## src/rtl/mandel_pkg.sv

```systemverilog
// Shared definitions for the Mandelbrot pipeline: screen geometry, RGB332
// palette, writer FSM states and the per-pixel result record.
package mandel_pkg;

    localparam int SCREEN_W = 640;
    localparam int SCREEN_H = 480;
    localparam int MAX_ITER = 1000;

    localparam logic [7:0] COL_BLACK  = 8'h00;
    localparam logic [7:0] COL_RED    = 8'hE0;
    localparam logic [7:0] COL_ORANGE = 8'hEC;
    localparam logic [7:0] COL_YELLOW = 8'hFC;
    localparam logic [7:0] COL_GREEN  = 8'h1C;
    localparam logic [7:0] COL_CYAN   = 8'h1F;
    localparam logic [7:0] COL_BLUE   = 8'h03;
    localparam logic [7:0] COL_DARK   = 8'h01;

    typedef enum logic [1:0] {IDLE, LOAD, WRITE} wr_state_t;

    typedef struct packed {
        logic [9:0]  x;
        logic [8:0]  y;
        logic [10:0] count;
    } pixel_result;

    // Bands halve towards zero, so slow-escaping points get the warm colours.
    function automatic logic [7:0] rgb332_of(input logic [10:0] c, input int max_iter);
        logic [31:0] cu;
        logic [31:0] m;
        cu = 32'(c);
        m  = 32'(max_iter);
        if (cu >= m)              return COL_BLACK;
        else if (cu >= (m >> 1))  return COL_RED;
        else if (cu >= (m >> 2))  return COL_ORANGE;
        else if (cu >= (m >> 3))  return COL_YELLOW;
        else if (cu >= (m >> 4))  return COL_GREEN;
        else if (cu >= (m >> 5))  return COL_CYAN;
        else if (cu >= (m >> 6))  return COL_BLUE;
        else                      return COL_DARK;
    endfunction

endpackage

```

## src/rtl/pixel_fifo.sv

```systemverilog
// Small synchronous FIFO with full/empty flags and show-ahead read data.
module pixel_fifo #(
    parameter int DEPTH = 4,
    parameter int WIDTH = 30
) (
    input  logic             clk,
    input  logic             reset,
    input  logic             push,
    input  logic [WIDTH-1:0] wdata,
    input  logic             pop,
    output logic [WIDTH-1:0] rdata,
    output logic             full,
    output logic             empty
);

    localparam int AW = $clog2(DEPTH);

    logic [WIDTH-1:0] mem [DEPTH];
    logic [AW-1:0]    wr_ptr;
    logic [AW-1:0]    rd_ptr;
    logic [AW:0]      count;
    logic             do_push;
    logic             do_pop;

    assign full    = (count == (AW+1)'(DEPTH));
    assign empty   = (count == '0);
    assign rdata   = mem[rd_ptr];
    assign do_push = push & ~full;
    assign do_pop  = pop & ~empty;

    // Pointers wrap naturally because DEPTH is a power of two.
    always_ff @(posedge clk or negedge reset) begin
        if (!reset) begin
            wr_ptr <= '0;
            rd_ptr <= '0;
            count  <= '0;
        end else begin
            if (do_push) wr_ptr <= wr_ptr + AW'(1);
            if (do_pop)  rd_ptr <= rd_ptr + AW'(1);
            case ({do_push, do_pop})
                2'b10:   count <= count + (AW+1)'(1);
                2'b01:   count <= count - (AW+1)'(1);
                default: count <= count;
            endcase
        end
    end

    always_ff @(posedge clk) begin
        if (do_push) mem[wr_ptr] <= wdata;
    end

endmodule

```

## src/rtl/pixel_color_writer.sv

```systemverilog
// Takes finished Mandelbrot pixels, colours them and writes them to the VGA
// framebuffer with a held write request; tracks frame progress.
module pixel_color_writer #(
    parameter int MAX_ITER   = mandel_pkg::MAX_ITER,
    parameter int SCREEN_W   = mandel_pkg::SCREEN_W,
    parameter int SCREEN_H   = mandel_pkg::SCREEN_H,
    parameter int FIFO_DEPTH = 4,
    parameter int ADDR_W     = 19
) (
    input  logic              clk,
    input  logic              reset,
    input  logic              in_valid,
    output logic              in_ready,
    input  logic [9:0]        in_x,
    input  logic [8:0]        in_y,
    input  logic [10:0]       in_count,
    output logic [ADDR_W-1:0] fb_addr,
    output logic [7:0]        fb_data,
    output logic              fb_we,
    input  logic              fb_ack,
    input  logic              clear_frame,
    output logic              frame_done,
    output logic [ADDR_W-1:0] pixels_written,
    output logic              coord_err
);

    import mandel_pkg::*;

    localparam int                ENTRY_W = $bits(pixel_result);
    localparam logic [31:0]       W_U     = 32'(SCREEN_W);
    localparam logic [31:0]       H_U     = 32'(SCREEN_H);
    localparam logic [ADDR_W-1:0] TOTAL   = ADDR_W'(SCREEN_W * SCREEN_H);

    logic        ready_q;
    logic        full;
    logic        empty;
    logic        push;
    logic        pop;
    logic        in_range;
    logic        accept;
    pixel_result wr_entry;
    pixel_result rd_entry;
    pixel_result cur;
    wr_state_t   state;

    function automatic logic [ADDR_W-1:0] addr_of(input logic [9:0] x, input logic [8:0] y);
        logic [ADDR_W-1:0] xa;
        logic [ADDR_W-1:0] ya;
        xa = ADDR_W'(x);
        ya = ADDR_W'(y);
        if (SCREEN_W == 640) return (ya << 9) + (ya << 7) + xa;
        else                 return ya * ADDR_W'(SCREEN_W) + xa;
    endfunction

    // in_ready stays low until the first clock after reset release.
    always_ff @(posedge clk or negedge reset) begin
        if (!reset) ready_q <= 1'b0;
        else        ready_q <= 1'b1;
    end

    assign in_ready = ready_q & ~full;
    assign accept   = in_valid & in_ready;
    assign in_range = (32'(in_x) < W_U) && (32'(in_y) < H_U);
    assign push     = accept & in_range;
    assign wr_entry = '{x: in_x, y: in_y, count: in_count};
    // Pops line up exactly with the FSM capturing rd_entry into cur.
    assign pop      = ~empty & ((state == IDLE) | ((state == WRITE) & fb_ack));

    pixel_fifo #(
        .DEPTH (FIFO_DEPTH),
        .WIDTH (ENTRY_W)
    ) u_fifo (
        .clk   (clk),
        .reset (reset),
        .push  (push),
        .wdata (wr_entry),
        .pop   (pop),
        .rdata (rd_entry),
        .full  (full),
        .empty (empty)
    );

    always_ff @(posedge clk or negedge reset) begin
        if (!reset) begin
            state   <= IDLE;
            cur     <= '0;
            fb_addr <= '0;
            fb_data <= '0;
            fb_we   <= 1'b0;
        end else begin
            case (state)
                IDLE: begin
                    if (!empty) begin
                        cur   <= rd_entry;
                        state <= LOAD;
                    end
                end
                LOAD: begin
                    fb_addr <= addr_of(cur.x, cur.y);
                    fb_data <= rgb332_of(cur.count, MAX_ITER);
                    fb_we   <= 1'b1;
                    state   <= WRITE;
                end
                WRITE: begin
                    if (fb_ack) begin
                        fb_we <= 1'b0;
                        if (!empty) begin
                            cur   <= rd_entry;
                            state <= LOAD;
                        end else begin
                            state <= IDLE;
                        end
                    end
                end
                default: state <= IDLE;
            endcase
        end
    end

    // A clear on the ack cycle wins, so that write is not counted.
    always_ff @(posedge clk or negedge reset) begin
        if (!reset) begin
            pixels_written <= '0;
            frame_done     <= 1'b0;
        end else if (clear_frame) begin
            pixels_written <= '0;
            frame_done     <= 1'b0;
        end else if ((state == WRITE) && fb_ack && (pixels_written != TOTAL)) begin
            pixels_written <= pixels_written + ADDR_W'(1);
            if (pixels_written + ADDR_W'(1) == TOTAL) frame_done <= 1'b1;
        end
    end

    always_ff @(posedge clk or negedge reset) begin
        if (!reset)                  coord_err <= 1'b0;
        else if (accept && !in_range) coord_err <= 1'b1;
    end

endmodule
```

## config.mk

```make
export PLATFORM = sky130hd
export DESIGN_NAME = pixel_color_writer
export DESIGN_NICKNAME = d
export VERILOG_FILES = /design/src/rtl/mandel_pkg.sv /design/src/rtl/pixel_fifo.sv /design/src/rtl/pixel_color_writer.sv
export SDC_FILE = /design/constraint.sdc
export NUM_CORES = 1
export LEC_CHECK = 0
export BUFFER_PORTS_ARGS = -buffer_cell sky130_fd_sc_hd__buf_2
export CAP_MARGIN = 20
export CORE_ASPECT_RATIO = 0.6
export CORE_UTILIZATION = 52
export CTS_CLUSTER_DIAMETER = 40
export DETAILED_ROUTE_END_ITERATION = 7
export GPL_TIMING_DRIVEN = 0
export PLACE_DENSITY = 0.71
export SLEW_MARGIN = 25
export SYNTH_ARGS = -nofsm -noshare
export SYNTH_HDL_FRONTEND = slang
export SYNTH_SLANG_ARGS = --single-unit
export TNS_END_PERCENT = 50
```

## constraint.sdc

```tcl
create_clock -name clk -period 4.4 [get_ports clk]
set_input_delay 0.44 -clock clk [delete_from_list [all_inputs] [get_ports clk]]
set_output_delay 0.44 -clock clk [all_outputs]
set_load 0.02 [all_outputs]
```

Word-level counts from Yosys, hierarchy flattened
Memories as Yosys holds them, arrays and structs flattened.
Index checks and enable logic that the tools add are counted.
- register bits: 89
- output and inout bits: 50
- word-level logic and storage cells: 90
- input port bits: 35
- memories kept: 1
- RAM bits: 120
- bitwise operators: 10
- $add $sub $neg: 7
- order comparisons: 9
- mux-type cells: 24
- equality and inequality tests: 9
- reduce and logical (&&, ||, !) cells: 16
- memories (name ; depth ; bits a word ; read ports ; clocked after Yosys merged registers in ; write ports ; RTL line ; source):
    u_fifo.mem ; 4 ; 30 ; 1 ; 0 ; 1 ; pixel_fifo.sv:18 ; logic [WIDTH-1:0] mem [DEPTH];
- operator list (operator ; count):
    2-to-1 mux 30 bit ; 2
    case mux 30 bit (2 select lines) ; 1
    2-to-1 mux 19 bit ; 2
    2-to-1 mux 8 bit ; 4
    adder 18 x 16 -> 19 bit ; 1
    adder 19 x 1 -> 19 bit, second input constant ; 1
    adder 19 x 10 -> 19 bit ; 1
    equality test 19 bit, second input constant ; 1
    inequality test 19 bit, second input constant ; 1
    >= comparator 11 x 10 -> 1 bit, second input constant ; 1
    >= comparator 11 x 4 -> 1 bit, second input constant ; 1
    >= comparator 11 x 5 -> 1 bit, second input constant ; 1
    >= comparator 11 x 6 -> 1 bit, second input constant ; 1
    >= comparator 11 x 7 -> 1 bit, second input constant ; 1
    >= comparator 11 x 8 -> 1 bit, second input constant ; 1
    >= comparator 11 x 9 -> 1 bit, second input constant ; 1
    less-than comparator 10 bit, second input constant ; 1
    2-to-1 mux 5 bit ; 2
    nonzero test 2 bit ; 5
    less-than comparator 9 bit, second input constant ; 1
    AND reduction 2 bit ; 4
    bitwise AND 1 bit ; 7
    2-to-1 mux 1 bit ; 7
    2-to-1 mux 2 bit ; 3
    other kinds (16) ; 24

Logic depth before layout (Yosys ltp)
- depth after elaboration: 8
- mapped depth: 11
- mapped depth without buffers: 11

Modules after synthesis
From an unflattened synthesis, not the netlist that was laid out.
- cells, all modules: 613
- area, all modules: 8937.3 um2
- modules (own cells, without submodules) (module ; cells an instance ; area each (um2) ; instances ; seq. area each (um2)):
    pixel_fifo ; 195 ; 4750.8 ; 1 ; 3778.6
    pixel_color_writer ; 418 ; 4186.5 ; 1 ; 1976.9

Least setup slack after synthesis
OpenSTA, ideal clock, no wires.
- path type: register to register
- start: reg u_fifo.count[0]
- end: mem u_fifo.mem[0][0], enable pin
- period minus slack after synthesis: 2.521 ns
- slack: 1.879 ns
- stages on the path, launching flop included: 6
- arrival: 2.131 ns
- path through: dfrtp_1 -> inv_1 -> a31oi_1 -> nand2_1 -> nor2_1 -> and2_1
- cells in the longest elaborated chain, start to end: 8
- RTL lines (element ; RTL line ; source):
    start: declaration ; pixel_fifo.sv:21 ; logic [AW:0] count;
    start signal: assignment ; pixel_fifo.sv:41 ; 2'b10: count <= count + (AW+1)'(1);
    start signal: assignment ; pixel_fifo.sv:42 ; 2'b01: count <= count - (AW+1)'(1);
    start signal: assignment ; pixel_fifo.sv:43 ; default: count <= count;
    equality test 3 bit ; pixel_fifo.sv:25 ; assign full = (count == (AW+1)'(DEPTH));
    NOT 1 bit ; pixel_color_writer.sv:61 ; assign in_ready = ready_q & ~full;
    bitwise AND 1 bit ; pixel_color_writer.sv:61 ;
    net in_ready ; pixel_color_writer.sv:13 ; output logic in_ready,
    bitwise AND 1 bit ; pixel_color_writer.sv:62 ; assign accept = in_valid & in_ready;
    bitwise AND 1 bit ; pixel_color_writer.sv:64 ; assign push = accept & in_range;
    bitwise AND 1 bit ; pixel_fifo.sv:28 ; assign do_push = push & ~full;
    2-to-1 mux 1 bit ; pixel_fifo.sv:49 ; if (do_push) mem[wr_ptr] <= wdata;
    2-to-1 mux 1 bit (not written as such) ; pixel_fifo.sv:49 ;
    end: declaration ; pixel_fifo.sv:18 ;
The timed path passes the listed nets, and every way through them passes these cells.

Final worst setup path
- start: reg state[1]
- end: reg u_fifo.count[2]
- cells in the longest elaborated chain, start to end: 7
- elaborated cells between the ends (all ways): 10
- those cells by class: 3 x eq/ne; 1 x mux; 4 x bitwise; 2 x reduce/logical
- RTL lines (element ; RTL line ; source):
    start: declaration ; pixel_color_writer.sv:44 ; wr_state_t state;
    start signal: assignment ; pixel_color_writer.sv:85 ; state <= IDLE;
    start signal: assignment ; pixel_color_writer.sv:95 ; state <= LOAD;
    start signal: assignment ; pixel_color_writer.sv:102 ; state <= WRITE;
    equality test 2 bit ; pixel_color_writer.sv:67 ; assign pop = ~empty & ((state == IDLE) | ((state == WRITE) & fb_ack));
    bitwise AND 1 bit ; pixel_color_writer.sv:67 ;
    OR 1 bit (*) ; pixel_color_writer.sv:67 ;
    bitwise AND 1 bit (*) ; pixel_color_writer.sv:67 ;
    bitwise AND 1 bit (*) ; pixel_fifo.sv:29 ; assign do_pop = pop & ~empty;
    net u_fifo.do_pop ; pixel_fifo.sv:23 ; logic do_pop;
    equality test 2 x 1 -> 1 bit / equality test 2 bit (equally long branches) ; pixel_fifo.sv:40 ; case ({do_push, do_pop})
    case mux 3 bit (2 select lines) / nonzero test 2 bit (equally long branches) ; - ;
Mark *: on every way through the listed nets, which the timed path passes. The rest lies on a longest branch.
A chain may end at the register's enable or synchronous reset.

==> flow_summary.yaml <==
drt:
  detail_route.vias_per_cell: 5.56
  final_routed_wirelength_um: 18400
  average_wire_per_cell_in_the_routed_design_um: 19.6
  number_of_routed_nets_with_antenna_violations: 0
  detailedRoute.firstIterationViolations: 421
  number_of_detailed_route_iterations_in_the_first_pass: 5
  num_vias: 5225
  drcViolationCount: 0
clock_tree:
  htreeDepth: 1
  tritoncts: "built"
  clkLatencyLatePin_ns: 0.50
  cts_made_buffers: 22
  max-clock-path-buffers: 3
  cts_post_setup_buffers_inserted: 0
  cts_repair_resize_count: 0
  root_buffer: "clkbuf_16"
  clkTransAtPathRegs_ns: 0.06
  cts.sinks: 206
sta:
  report.final.hold_viol_count: 0
  finalSetupViolations: 0
  fmax_mhz: 338
  clock-skew-final_ns: 0.00733
  worst_pin_slew_ns: 0.865
  hold_ws_ns: 0.157
  post-route-min-period_ns: 2.96
  slew_headroom: 0.423
  timing_max_transition_violations_final: 0
  grt_setup_unrepaired: "false"
  final_min_period_over_clock_period: 0.672
  tns_ns: 0
setup_path:
  timing.critical_path.arrival_ns: 3.38
  crit_fanout: 10
  timing_worst_setup_path_type: "reg -> reg"
  r2r_setup_slack_ns: 1.44
  end_kind: "flip-flop"
  cp_data_required_time_ns: 4.82
  timing.critical_path.from_type: "flip-flop"
synthesis:
  post_synthesis_net_count: 642
  yosys_most_used_dff: "edfxtp_1"
  ys_types: 56
  synthesis.instances: 580
  synth_seq_cells: 206
  yosysWarnings: 0
  postSynth.asyncResetShare: 0.417
  ys_seq_area_frac: 0.651
  syn_avg_cell_area_um2: 15.2
  syn_area_mm2: 0.00883
  synth_enable_flop_cells: 120
place:
  place.gp.congestion: 0.874
  placedInstanceArea_mm2: 0.00966
  buffer_ports.inserted: 84
  dp_hpwl_um: 12900
power:
  p_per_area_mw_per_mm2: 672
  vdd_drop_max_mv: 0.304
  leakage_uw: 0.00407
global_route:
  aggregate_global_routing_overflow: 0
  via_count_of_the_first_global_routing_pass: 5237
  antenna_violations_before_repair: 0
  grt_pass1_wl_um: 28700
  grt_max_degree: 50
  grt_util_all_layers: 0.220
job:
  cap_violations: 0
floorplan:
  effective_utilization_at_floorplan: 0.539
  core_area_mm2: 0.0164
  io-pin-count: 85
  fp.dieArea_mm2: 0.0175
  dieHeight_um: 103
  row_cnt: 36
  die-width_um: 170
finish:
  footprint_of_the_multi_input_gates_mm2: 0.00287
  filler_cell_count: 1236
  syn2layout_area_growth_pct: 17.1
  final_layout_size_suffix_gt1_frac: 0.290
  finalCoreUtilization: 0.631
  design.final.nets: 756
  final_cell_area_mm2: 0.0103
  sequential_cell_area_mm2: 0.00576
worst_hold_path:
  hp-class: "in -> reg"
outcome:
  outcome: "completed"
==> cell usage after synthesis, types with 7 or more instances <==
| cell | n | area share |
|---|---|---|
| dfrtp_1 | 86 | 0.24 |
| edfxtp_1 | 120 | 0.41 |
| nand4_1 | 7 | 0.0050 |
| inv_1 | 20 | 0.0085 |
| xnor2_1 | 19 | 0.019 |
| nor3_1 | 14 | 0.0079 |
| nor2_1 | 28 | 0.012 |
| o21ai_0 | 23 | 0.013 |
| nand2_1 | 28 | 0.012 |
| ha_1 | 24 | 0.034 |
| clkbuf_1 | 18 | 0.0076 |
| a21oi_1 | 10 | 0.0057 |
| or3_1 | 7 | 0.0050 |
| nand3_1 | 10 | 0.0057 |
| mux2_2 | 37 | 0.047 |
| mux4_2 | 30 | 0.076 |
| xor2_1 | 12 | 0.012 |
==> registers in the layout (all words and copies together), names as in the netlist <==
| signal | flops |
|---|---|
| frame_done | 1 |
| fb_addr | 19 |
| u_fifo.mem | 120 |
| fb_data | 5 |
| coord_err | 1 |
| ready_q | 1 |
| cur | 30 |
| u_fifo.wr_ptr | 2 |
| u_fifo.count | 3 |
| pixels_written | 19 |
| state | 2 |
| u_fifo.rd_ptr | 2 |
| fb_we | 1 |
==> path summary, 6_finish.rpt <==
kind | from | to | cells past startpoint
worst max-delay path | state[1]$_DFFE_PN0P_ | u_fifo.count[2]$_DFFE_PN0P_ | 10
worst min-delay path | in_count[6] | u_fifo.mem[3][6]$_DFFE_PP_ | 1
worst max register to register | state[1]$_DFFE_PN0P_ | u_fifo.count[2]$_DFFE_PN0P_ | 10
worst min register to register | coord_err$_DFFE_PN0P_ | coord_err$_DFFE_PN0P_ | 1
max in group asynchronous | reset | cur[21]$_DFFE_PN0P_ | 3
min in group asynchronous | reset | pixels_written[9]$_DFFE_PN0P_ | 2
==> layout by cell type, fill, tap and decap left out, types with 6 or more instances in the layout <==
cell,n
xor2_1,12
nor3b_1,6
nor2_1,28
clkbuf_16,23
clkbuf_1,22
or4_1,6
buf_2,86
nand3_1,10
ha_1,24
dfrtp_1,86
mux4_2,30
nor3_1,14
or3_1,7
mux2_2,37
inv_1,20
xnor2_1,19
nand2_1,28
a21oi_1,10
o21ai_0,23
nand4_1,7
edfxtp_1,120
==> worst max-delay path: stages (launching register included) <==
cell and delay, ns:
dfrtp_1 0.39, nand2b_1 0.10, nor3b_1 0.17, clkbuf_1 0.58, clkbuf_1 0.51, ha_1 0.28
inv_1 0.06, fa_1 0.38, xor2_1 0.15, nor2_1 0.11, xor2_1 0.14
==> cell families after synthesis <==
| kind of cell | count (synthesis) | share of synthesized area |
|---|---|---|
| flops | 206 | 0.651 |
| simple gates | 132 | 0.0780 |
| mux | 69 | 0.126 |
| compound gates | 64 | 0.0480 |
| buf+inv | 50 | 0.0246 |
| xor+xnor | 31 | 0.0307 |
| fa+ha+maj | 27 | 0.0408 |
| other cells | 1 | 0.000424 |
==> stage by stage <==
step | setup WS (ns) | std cells | power, µW
4_1_cts | 1.39 | 938 | 7010
2_1_floorplan | 1.88 | 580 | 4550
3_3_place_gp | 1.28 | 892 | 5150
3_5_place_dp | 1.24 | 897 | 5270
6_report | 1.44 | 939 | 6950
5_1_grt | 1.22 | 938 | 7380
==> power breakdown <==
part	internal (µW)	switching (µW)	total (µW)
Clock	966	750	1720
Sequential	2440	251	2690
Combinational	1180	1360	2550
==> timing repair <==
item                                    in CTS  in global routing
endpoints found under the hold margin       37                  0
endpoints found under the setup margin       0                  0
hold buffers                                 1                  0
==> area by class of cell <==
type                            instances  area share
Inverter                               20     0.00726
Buffer                                 30      0.0138
Timing Repair Buffer                   90      0.0526
Sequential cell                       206       0.556
Clock inverter                         13     0.00822
Multi-Input combinational cell        324       0.277
Tap cell                              228      0.0276
Clock buffer                           27      0.0571
Antenna cell                            1    0.000242
==> routing by layer <==
| metal | global-route usage | up-vias | wire length (µm) |
|---|---|---|---|
| met3 | 0.0426 | 28 | 1060 |
| li1 | - | 2416 | - |
| met5 | 0 | - | 0 |
| met4 | 0.0610 | 0 | 365 |
| met1 | 0.323 | 2634 | 8680 |
| met2 | 0.338 | 147 | 8280 |
Power figures use the tool's default switching activity.
